$ cat config.mk
export PLATFORM = sky130hd
export DESIGN_NAME = tcdm_bank_amo_shim_flat
export DESIGN_NICKNAME = d
export VERILOG_FILES = /design/src/rtl/tcdm_bank_amo_shim_if.sv /design/src/rtl/tcdm_bank_amo_shim.sv /design/src/flat_wrapper.sv
export SDC_FILE = /design/constraint.sdc
export NUM_CORES = 1
export LEC_CHECK = 0
export ABC_AREA = 1
export ABC_CLOCK_PERIOD_IN_PS = 4320
export CORE_MARGIN = 2
export CORE_UTILIZATION = 30
export DETAILED_ROUTE_END_ITERATION = 16
export GPL_ROUTABILITY_DRIVEN = 0
export PLACE_DENSITY = 0.53
export SKIP_LAST_GASP = 1
export SLEW_MARGIN = 15
export SYNTH_ARGS = -nofsm -noshare
export SYNTH_HDL_FRONTEND = slang
export SYNTH_SLANG_ARGS = --single-unit
$ cat constraint.sdc
create_clock -name clk_i -period 4.32 [get_ports clk_i]
set_clock_uncertainty 0.2 [all_clocks]
set_input_delay 0.648 -clock clk_i [delete_from_list [all_inputs] [get_ports clk_i]]
set_output_delay 0.648 -clock clk_i [all_outputs]
set_load 0.01 [all_outputs]
$ cat src/rtl/tcdm_bank_amo_shim_if.sv
// Bus bundle for tcdm_bank_amo_shim: upstream grant/valid handshake plus
// the master-side signals of one TCDM SRAM bank.
interface tcdm_bank_amo_shim_if #(
  parameter int unsigned AW = 10
);
  localparam int unsigned DW  = 32;
  localparam int unsigned BEW = 4;

  // Upstream request / response
  logic           req_i;
  logic [AW-1:0]  add_i;
  logic           wen_i;
  logic [DW-1:0]  wdata_i;
  logic [BEW-1:0] be_i;
  logic [3:0]     amo_i;
  logic           gnt_o;
  logic           r_valid_o;
  logic [DW-1:0]  r_rdata_o;

  // Bank side
  logic           mem_req_o;
  logic [AW-1:0]  mem_add_o;
  logic           mem_wen_o;
  logic [DW-1:0]  mem_wdata_o;
  logic [BEW-1:0] mem_be_o;
  logic [DW-1:0]  mem_rdata_i;

  modport slave (
    input  req_i, add_i, wen_i, wdata_i, be_i, amo_i, mem_rdata_i,
    output gnt_o, r_valid_o, r_rdata_o,
    output mem_req_o, mem_add_o, mem_wen_o, mem_wdata_o, mem_be_o
  );

  modport master (
    output req_i, add_i, wen_i, wdata_i, be_i, amo_i, mem_rdata_i,
    input  gnt_o, r_valid_o, r_rdata_o,
    input  mem_req_o, mem_add_o, mem_wen_o, mem_wdata_o, mem_be_o
  );
endinterface

$ cat src/rtl/tcdm_bank_amo_shim.sv
// Bank-side shim: plain TCDM accesses pass through, AMOs run as a locked
// read-modify-write. Define TCDM_AMO_MINMAX_EN to add MAX/MAXU/MIN/MINU.
module tcdm_bank_amo_shim #(
  parameter int unsigned AW = 10
) (
  input logic                 clk_i,
  input logic                 rst_ni,
  tcdm_bank_amo_shim_if.slave bus
);
  localparam int unsigned DW  = 32;
  localparam int unsigned BEW = 4;

  localparam logic [3:0] OP_NONE = 4'd0;
  localparam logic [3:0] OP_SWAP = 4'd1;
  localparam logic [3:0] OP_ADD  = 4'd2;
  localparam logic [3:0] OP_AND  = 4'd3;
  localparam logic [3:0] OP_OR   = 4'd4;
  localparam logic [3:0] OP_XOR  = 4'd5;
`ifdef TCDM_AMO_MINMAX_EN
  localparam logic [3:0] OP_MAX  = 4'd6;
  localparam logic [3:0] OP_MAXU = 4'd7;
  localparam logic [3:0] OP_MIN  = 4'd8;
  localparam logic [3:0] OP_MINU = 4'd9;
`endif

  typedef enum logic {
    IDLE   = 1'b0,
    AMO_WR = 1'b1
  } state_e;

  state_e          state_q, state_d;
  logic [AW-1:0]   addr_q, addr_d;
  logic [DW-1:0]   operand_q, operand_d;
  logic [3:0]      op_q, op_d;
  logic            r_valid_q, r_valid_d;

  logic            gnt_c;
  logic            mem_req_c;
  logic [AW-1:0]   mem_add_c;
  logic            mem_wen_c;
  logic [DW-1:0]   mem_wdata_c;
  logic [BEW-1:0]  mem_be_c;
  logic [DW-1:0]   amo_result_c;

  // Opcodes outside the implemented set degrade to plain accesses.
  function automatic logic is_amo(input logic [3:0] op);
    logic hit;
    hit = (op >= OP_SWAP) && (op <= OP_XOR);
`ifdef TCDM_AMO_MINMAX_EN
    hit = hit || ((op >= OP_MAX) && (op <= OP_MINU));
`endif
    return hit;
  endfunction

  // Modify step, applied to the word the bank returned for the locked read.
  always_comb begin
    amo_result_c = bus.mem_rdata_i;
    unique case (op_q)
      OP_SWAP: amo_result_c = operand_q;
      OP_ADD:  amo_result_c = bus.mem_rdata_i + operand_q;
      OP_AND:  amo_result_c = bus.mem_rdata_i & operand_q;
      OP_OR:   amo_result_c = bus.mem_rdata_i | operand_q;
      OP_XOR:  amo_result_c = bus.mem_rdata_i ^ operand_q;
`ifdef TCDM_AMO_MINMAX_EN
      OP_MAX:  amo_result_c = ($signed(bus.mem_rdata_i) >= $signed(operand_q)) ? bus.mem_rdata_i : operand_q;
      OP_MAXU: amo_result_c = (bus.mem_rdata_i >= operand_q) ? bus.mem_rdata_i : operand_q;
      OP_MIN:  amo_result_c = ($signed(bus.mem_rdata_i) <= $signed(operand_q)) ? bus.mem_rdata_i : operand_q;
      OP_MINU: amo_result_c = (bus.mem_rdata_i <= operand_q) ? bus.mem_rdata_i : operand_q;
`endif
      default: amo_result_c = bus.mem_rdata_i;
    endcase
  end

  always_ff @(posedge clk_i) begin
    if (!rst_ni) begin
      state_q   <= IDLE;
      addr_q    <= '0;
      operand_q <= '0;
      op_q      <= OP_NONE;
      r_valid_q <= 1'b0;
    end else begin
      state_q   <= state_d;
      addr_q    <= addr_d;
      operand_q <= operand_d;
      op_q      <= op_d;
      r_valid_q <= r_valid_d;
    end
  end

  always_comb begin
    state_d     = state_q;
    addr_d      = addr_q;
    operand_d   = operand_q;
    op_d        = op_q;
    r_valid_d   = 1'b0;
    gnt_c       = 1'b0;
    mem_req_c   = 1'b0;
    mem_add_c   = '0;
    mem_wen_c   = 1'b1;
    mem_wdata_c = '0;
    mem_be_c    = '0;

    unique case (state_q)
      IDLE: begin
        if (bus.req_i) begin
          gnt_c     = 1'b1;
          r_valid_d = 1'b1;
          if (is_amo(bus.amo_i)) begin
            // Locked read; the write-back follows in AMO_WR.
            mem_req_c = 1'b1;
            mem_wen_c = 1'b1;
            mem_add_c = bus.add_i;
            mem_be_c  = {BEW{1'b1}};
            addr_d    = bus.add_i;
            operand_d = bus.wdata_i;
            op_d      = bus.amo_i;
            state_d   = AMO_WR;
          end else begin
            mem_req_c   = 1'b1;
            mem_add_c   = bus.add_i;
            mem_wen_c   = bus.wen_i;
            mem_wdata_c = bus.wdata_i;
            mem_be_c    = bus.be_i;
          end
        end
      end
      AMO_WR: begin
        mem_req_c   = 1'b1;
        mem_wen_c   = 1'b0;
        mem_be_c    = {BEW{1'b1}};
        mem_add_c   = addr_q;
        mem_wdata_c = amo_result_c;
        state_d     = IDLE;
      end
      default: state_d = IDLE;
    endcase

    // Reset silences the bank and upstream in the same cycle.
    if (!rst_ni) begin
      gnt_c       = 1'b0;
      mem_req_c   = 1'b0;
      mem_add_c   = '0;
      mem_wen_c   = 1'b1;
      mem_wdata_c = '0;
      mem_be_c    = '0;
    end
  end

  assign bus.gnt_o       = gnt_c;
  assign bus.r_valid_o   = r_valid_q & rst_ni;
  assign bus.r_rdata_o   = (r_valid_q & rst_ni) ? bus.mem_rdata_i : '0;
  assign bus.mem_req_o   = mem_req_c;
  assign bus.mem_add_o   = mem_add_c;
  assign bus.mem_wen_o   = mem_wen_c;
  assign bus.mem_wdata_o = mem_wdata_c;
  assign bus.mem_be_o    = mem_be_c;

endmodule

$ cat src/flat_wrapper.sv
// flat-port wrapper written by rule: the top's interface ports become plain ports
module tcdm_bank_amo_shim_flat 
#(
  parameter int unsigned AW = 10
)
  (clk_i, rst_ni, bus_req_i, bus_add_i, bus_wen_i, bus_wdata_i, bus_be_i, bus_amo_i, bus_mem_rdata_i, bus_gnt_o, bus_r_valid_o, bus_r_rdata_o, bus_mem_req_o, bus_mem_add_o, bus_mem_wen_o, bus_mem_wdata_o, bus_mem_be_o);
  tcdm_bank_amo_shim_if #(.AW(AW)) bus_i ();
  input logic clk_i;
  input logic rst_ni;
  input wire logic [$bits(bus_i.req_i)-1:0] bus_req_i;
  input wire logic [$bits(bus_i.add_i)-1:0] bus_add_i;
  input wire logic [$bits(bus_i.wen_i)-1:0] bus_wen_i;
  input wire logic [$bits(bus_i.wdata_i)-1:0] bus_wdata_i;
  input wire logic [$bits(bus_i.be_i)-1:0] bus_be_i;
  input wire logic [$bits(bus_i.amo_i)-1:0] bus_amo_i;
  input wire logic [$bits(bus_i.mem_rdata_i)-1:0] bus_mem_rdata_i;
  output wire logic [$bits(bus_i.gnt_o)-1:0] bus_gnt_o;
  output wire logic [$bits(bus_i.r_valid_o)-1:0] bus_r_valid_o;
  output wire logic [$bits(bus_i.r_rdata_o)-1:0] bus_r_rdata_o;
  output wire logic [$bits(bus_i.mem_req_o)-1:0] bus_mem_req_o;
  output wire logic [$bits(bus_i.mem_add_o)-1:0] bus_mem_add_o;
  output wire logic [$bits(bus_i.mem_wen_o)-1:0] bus_mem_wen_o;
  output wire logic [$bits(bus_i.mem_wdata_o)-1:0] bus_mem_wdata_o;
  output wire logic [$bits(bus_i.mem_be_o)-1:0] bus_mem_be_o;
  assign bus_i.req_i = bus_req_i;
  assign bus_i.add_i = bus_add_i;
  assign bus_i.wen_i = bus_wen_i;
  assign bus_i.wdata_i = bus_wdata_i;
  assign bus_i.be_i = bus_be_i;
  assign bus_i.amo_i = bus_amo_i;
  assign bus_i.mem_rdata_i = bus_mem_rdata_i;
  assign bus_gnt_o = bus_i.gnt_o;
  assign bus_r_valid_o = bus_i.r_valid_o;
  assign bus_r_rdata_o = bus_i.r_rdata_o;
  assign bus_mem_req_o = bus_i.mem_req_o;
  assign bus_mem_add_o = bus_i.mem_add_o;
  assign bus_mem_wen_o = bus_i.mem_wen_o;
  assign bus_mem_wdata_o = bus_i.mem_wdata_o;
  assign bus_mem_be_o = bus_i.mem_be_o;
  tcdm_bank_amo_shim #(.AW(AW)) u_core (.clk_i(clk_i), .rst_ni(rst_ni), .bus(bus_i));
endmodule
==> impl_metrics.json <==
{
  "outcome": "completed",
  "crit_type": "input port to output pin",
  "min_path_type": "flop to flop",
  "synth_cells": 1190,
  "worst-endpoint-arrival_ns": 3.28,
  "crit_buf_inv": 5,
  "finish.utilization_pct": 42.3,
  "die_h_um": 153,
  "vias_per_cell": 4.87,
  "vias": 8066,
  "synth_edf_count": 0,
  "track_usage_pct": 22.3,
  "grt_max_degree": 36,
  "post_cts_buffers": 0,
  "synth_top_area_share_pct": 20.1,
  "relSlewSlack_pct": 52.3,
  "antenna_cells": 0,
  "clock_path_buffers": 2,
  "worst_pin_slew_ns": 0.714,
  "fmax_ghz": 0.242,
  "drive_gt1_share_pct": 9.44,
  "start_util_pct": 30.5,
  "total_leakage_power_nw": 4.67,
  "die_w_um": 153,
  "final_cell_mix": "nand2_1 (350), inv_1 (227), clkdlybuf4s50_1 (151)",
  "ys_seq_area_share_pct": 14.4,
  "period_minus_slack_ns": 4.13,
  "final_common_cell": "nand2_1",
  "critPathMostFrequentCell": "nand2_1",
  "power_density_nw_per_um2": 194,
  "path_cells": "clkdlybuf4s50_1, inv_1, ha_1, nand2_1, inv_1, nand2_1, nand2_1, inv_1, nand2_1, a21oi_1, nand2_1, nand2_1, nand3_1, nand2_1, nand2_1, a21oi_1, clkdlybuf4s50_1",
  "synthArstFlopShare_pct": 0,
  "synth_ff_type": "dfxtp_1",
  "ant_nets": 0,
  "setup_violations": 0,
  "grt_pass1_vias": 7883,
  "num-nets-final": 1527,
  "synthesis.nets": 1341,
  "cap_violations": 0,
  "gr-total-overflow": 0,
  "grt_pass1_wl_um": 42100,
  "rsz0062_at_grt": "true",
  "drtIter0Drc": 605,
  "ys_warn_count": 0,
  "layout_setup_ws_ns": 0.191,
  "slew_violations": 0,
  "setup-tns-final_ns": 0,
  "dp_slack_ns": -0.00830,
  "clock_sinks": 48,
  "drc": 0,
  "max_stage_delay_ns": 0.55,
  "cts_hold_buf": 0,
  "hold_viol": 0,
  "synth_top_area_cell": "nand2_1",
  "routedWlPerCell_um": 16.0,
  "first_pass_iters": 5,
  "clock_latency_ns": 0.30,
  "drt-total-wl_um": 26500,
  "fin_crit_sh_pct": 95.6,
  "synth_area_um2": 6650,
  "critPathRequiredTime_ns": 3.47,
  "worst_path_max_delay_cell": "clkdlybuf4s50_1",
  "yosysUniqueCellTypes": 43,
  "syn_area_per_cell_um2": 5.59,
  "dp_hpwl_um": 20200,
  "core_um2": 21800,
  "crit_path_end_kind": "output pin",
  "ir_worst_vdd_uv": 184,
  "critPathLaunchType": "input port",
  "ys_ff_latch": 48,
  "row_count": 54,
  "clkSlewWorstSetupHoldPaths_ns": 0.08,
  "cts-buffers-inserted": 5,
  "cts_tree": "built",
  "antenna_found_initial": 0,
  "ctsHtreeMaxLevel": 2,
  "cp_top_family": "buffers and inverters",
  "syn_to_final_growth_pct": 38.8,
  "cts_root_buf": "clkbuf_16",
  "p_total_w": 0.00179,
  "crit_path_max_fanout": 6,
  "ys_top_cells_by_area": "nand2_1 (20%), dfxtp_1 (14%), inv_1 (13%), ha_1 (12%), o21ai_0 (6.4%)",
  "dieArea_um2": 23400,
  "io_buffers": 167,
  "num_io_pins": 168
}
path summary, 6_finish.rpt:
check / from / to / cells after the start / slack (ns)
worst max register to register: u_core.state_q / u_core.operand_q[22] / 8 / 2.09
worst max-delay path: bus_mem_rdata_i[17] / bus_mem_wdata_o[27] / 17 / 0.19
worst min-delay path: u_core.addr_q[5] / u_core.addr_q[5] / 2 / 0.25
worst min register to register: u_core.addr_q[5] / u_core.addr_q[5] / 2 / 0.25
cell type report:
type                    instances  area (µm²)
well taps                     280         350
multi-input cells             867        4750
clock inverters                 3        47.5
repair buffers                223        2130
flip-flops and latches         48         961
fillers                      2436       12600
clock buffers                   5         125
inverters                     231         867
through the flow:
step / cells / instance area, µm² / hold slack (ns)
finish: 1657 / 9230 / 0.253
global route: 1657 / 9230 / 0.264
global placement: 1649 / 8850 / 0.240
CTS: 1657 / 9030 / 0.255
detailed placement: 1649 / 8850 / 0.240
floorplan: 1190 / 6650 / 0.225
where the power goes:
group          leakage [nW]  switching [W]  total (W)  internal [W]
Clock                0.0840       0.000226   0.000503      0.000277
Combinational          4.19       0.000475   0.000810      0.000335
Sequential            0.393      0.0000132   0.000481      0.000467
Total                  4.67       0.000714    0.00179       0.00108
metal layers:
| layer | global-route usage (%) | part of all wire [%] | up-vias |
|---|---|---|---|
| li1 | - | - | 4165 |
| met1 | 30.0 | 47 | 3658 |
| met2 | 36.9 | 45 | 212 |
| met3 | 4.62 | 6.6 | 31 |
| met4 | 4.41 | 1.6 | 0 |
| met5 | 0 | 0 | - |
cell usage after synthesis (4+ instances only):
library cell  number
a211oi_1          20
a21oi_1           82
buf_2             16
buf_6              4
clkbuf_1          18
dfxtp_1           48
ha_1              64
inv_1            227
nand2_1          357
nand2_2            8
nand3_1           57
nand4_1            9
nor2_1            85
nor2_2             9
nor3_1             6
o211ai_1           9
o21ai_0           85
o221ai_1           8
o22ai_1           23
o31ai_1           16
what timing repair did:
action	in CTS	in global routing
pin swaps	0	0
gates resized for setup	2	58
cloned	0	0
endpoints found under the setup margin	3	24
registers in the layout (all words and copies together) (netlist names):
register	flops
u_core.operand_q	32
u_core.addr_q	10
u_core.op_q	4
u_core.r_valid_q	1
u_core.state_q	1
logic make-up (layout without fill, tap and decap cells):
family / Yosys count / count (layout) / share of synthesized area [%]
and+or+nand+nor: 543 / 543 / 33.7
buffers and inverters: 275 / 462 / 16.7
AOI/OAI and AO/OA: 258 / 258 / 22.7
adders and majority gates: 65 / 65 / 12.3
DFF: 48 / 48 / 14.4
xor gates and xnor gates: 1 / 1 / 0.132
worst min-delay path: stages, from the launching register on:
cell	delay, ns
dfxtp_1	0.31
inv_1	0.05
a21oi_1	0.05
Note: power is estimated with default switching activity, not from simulation.
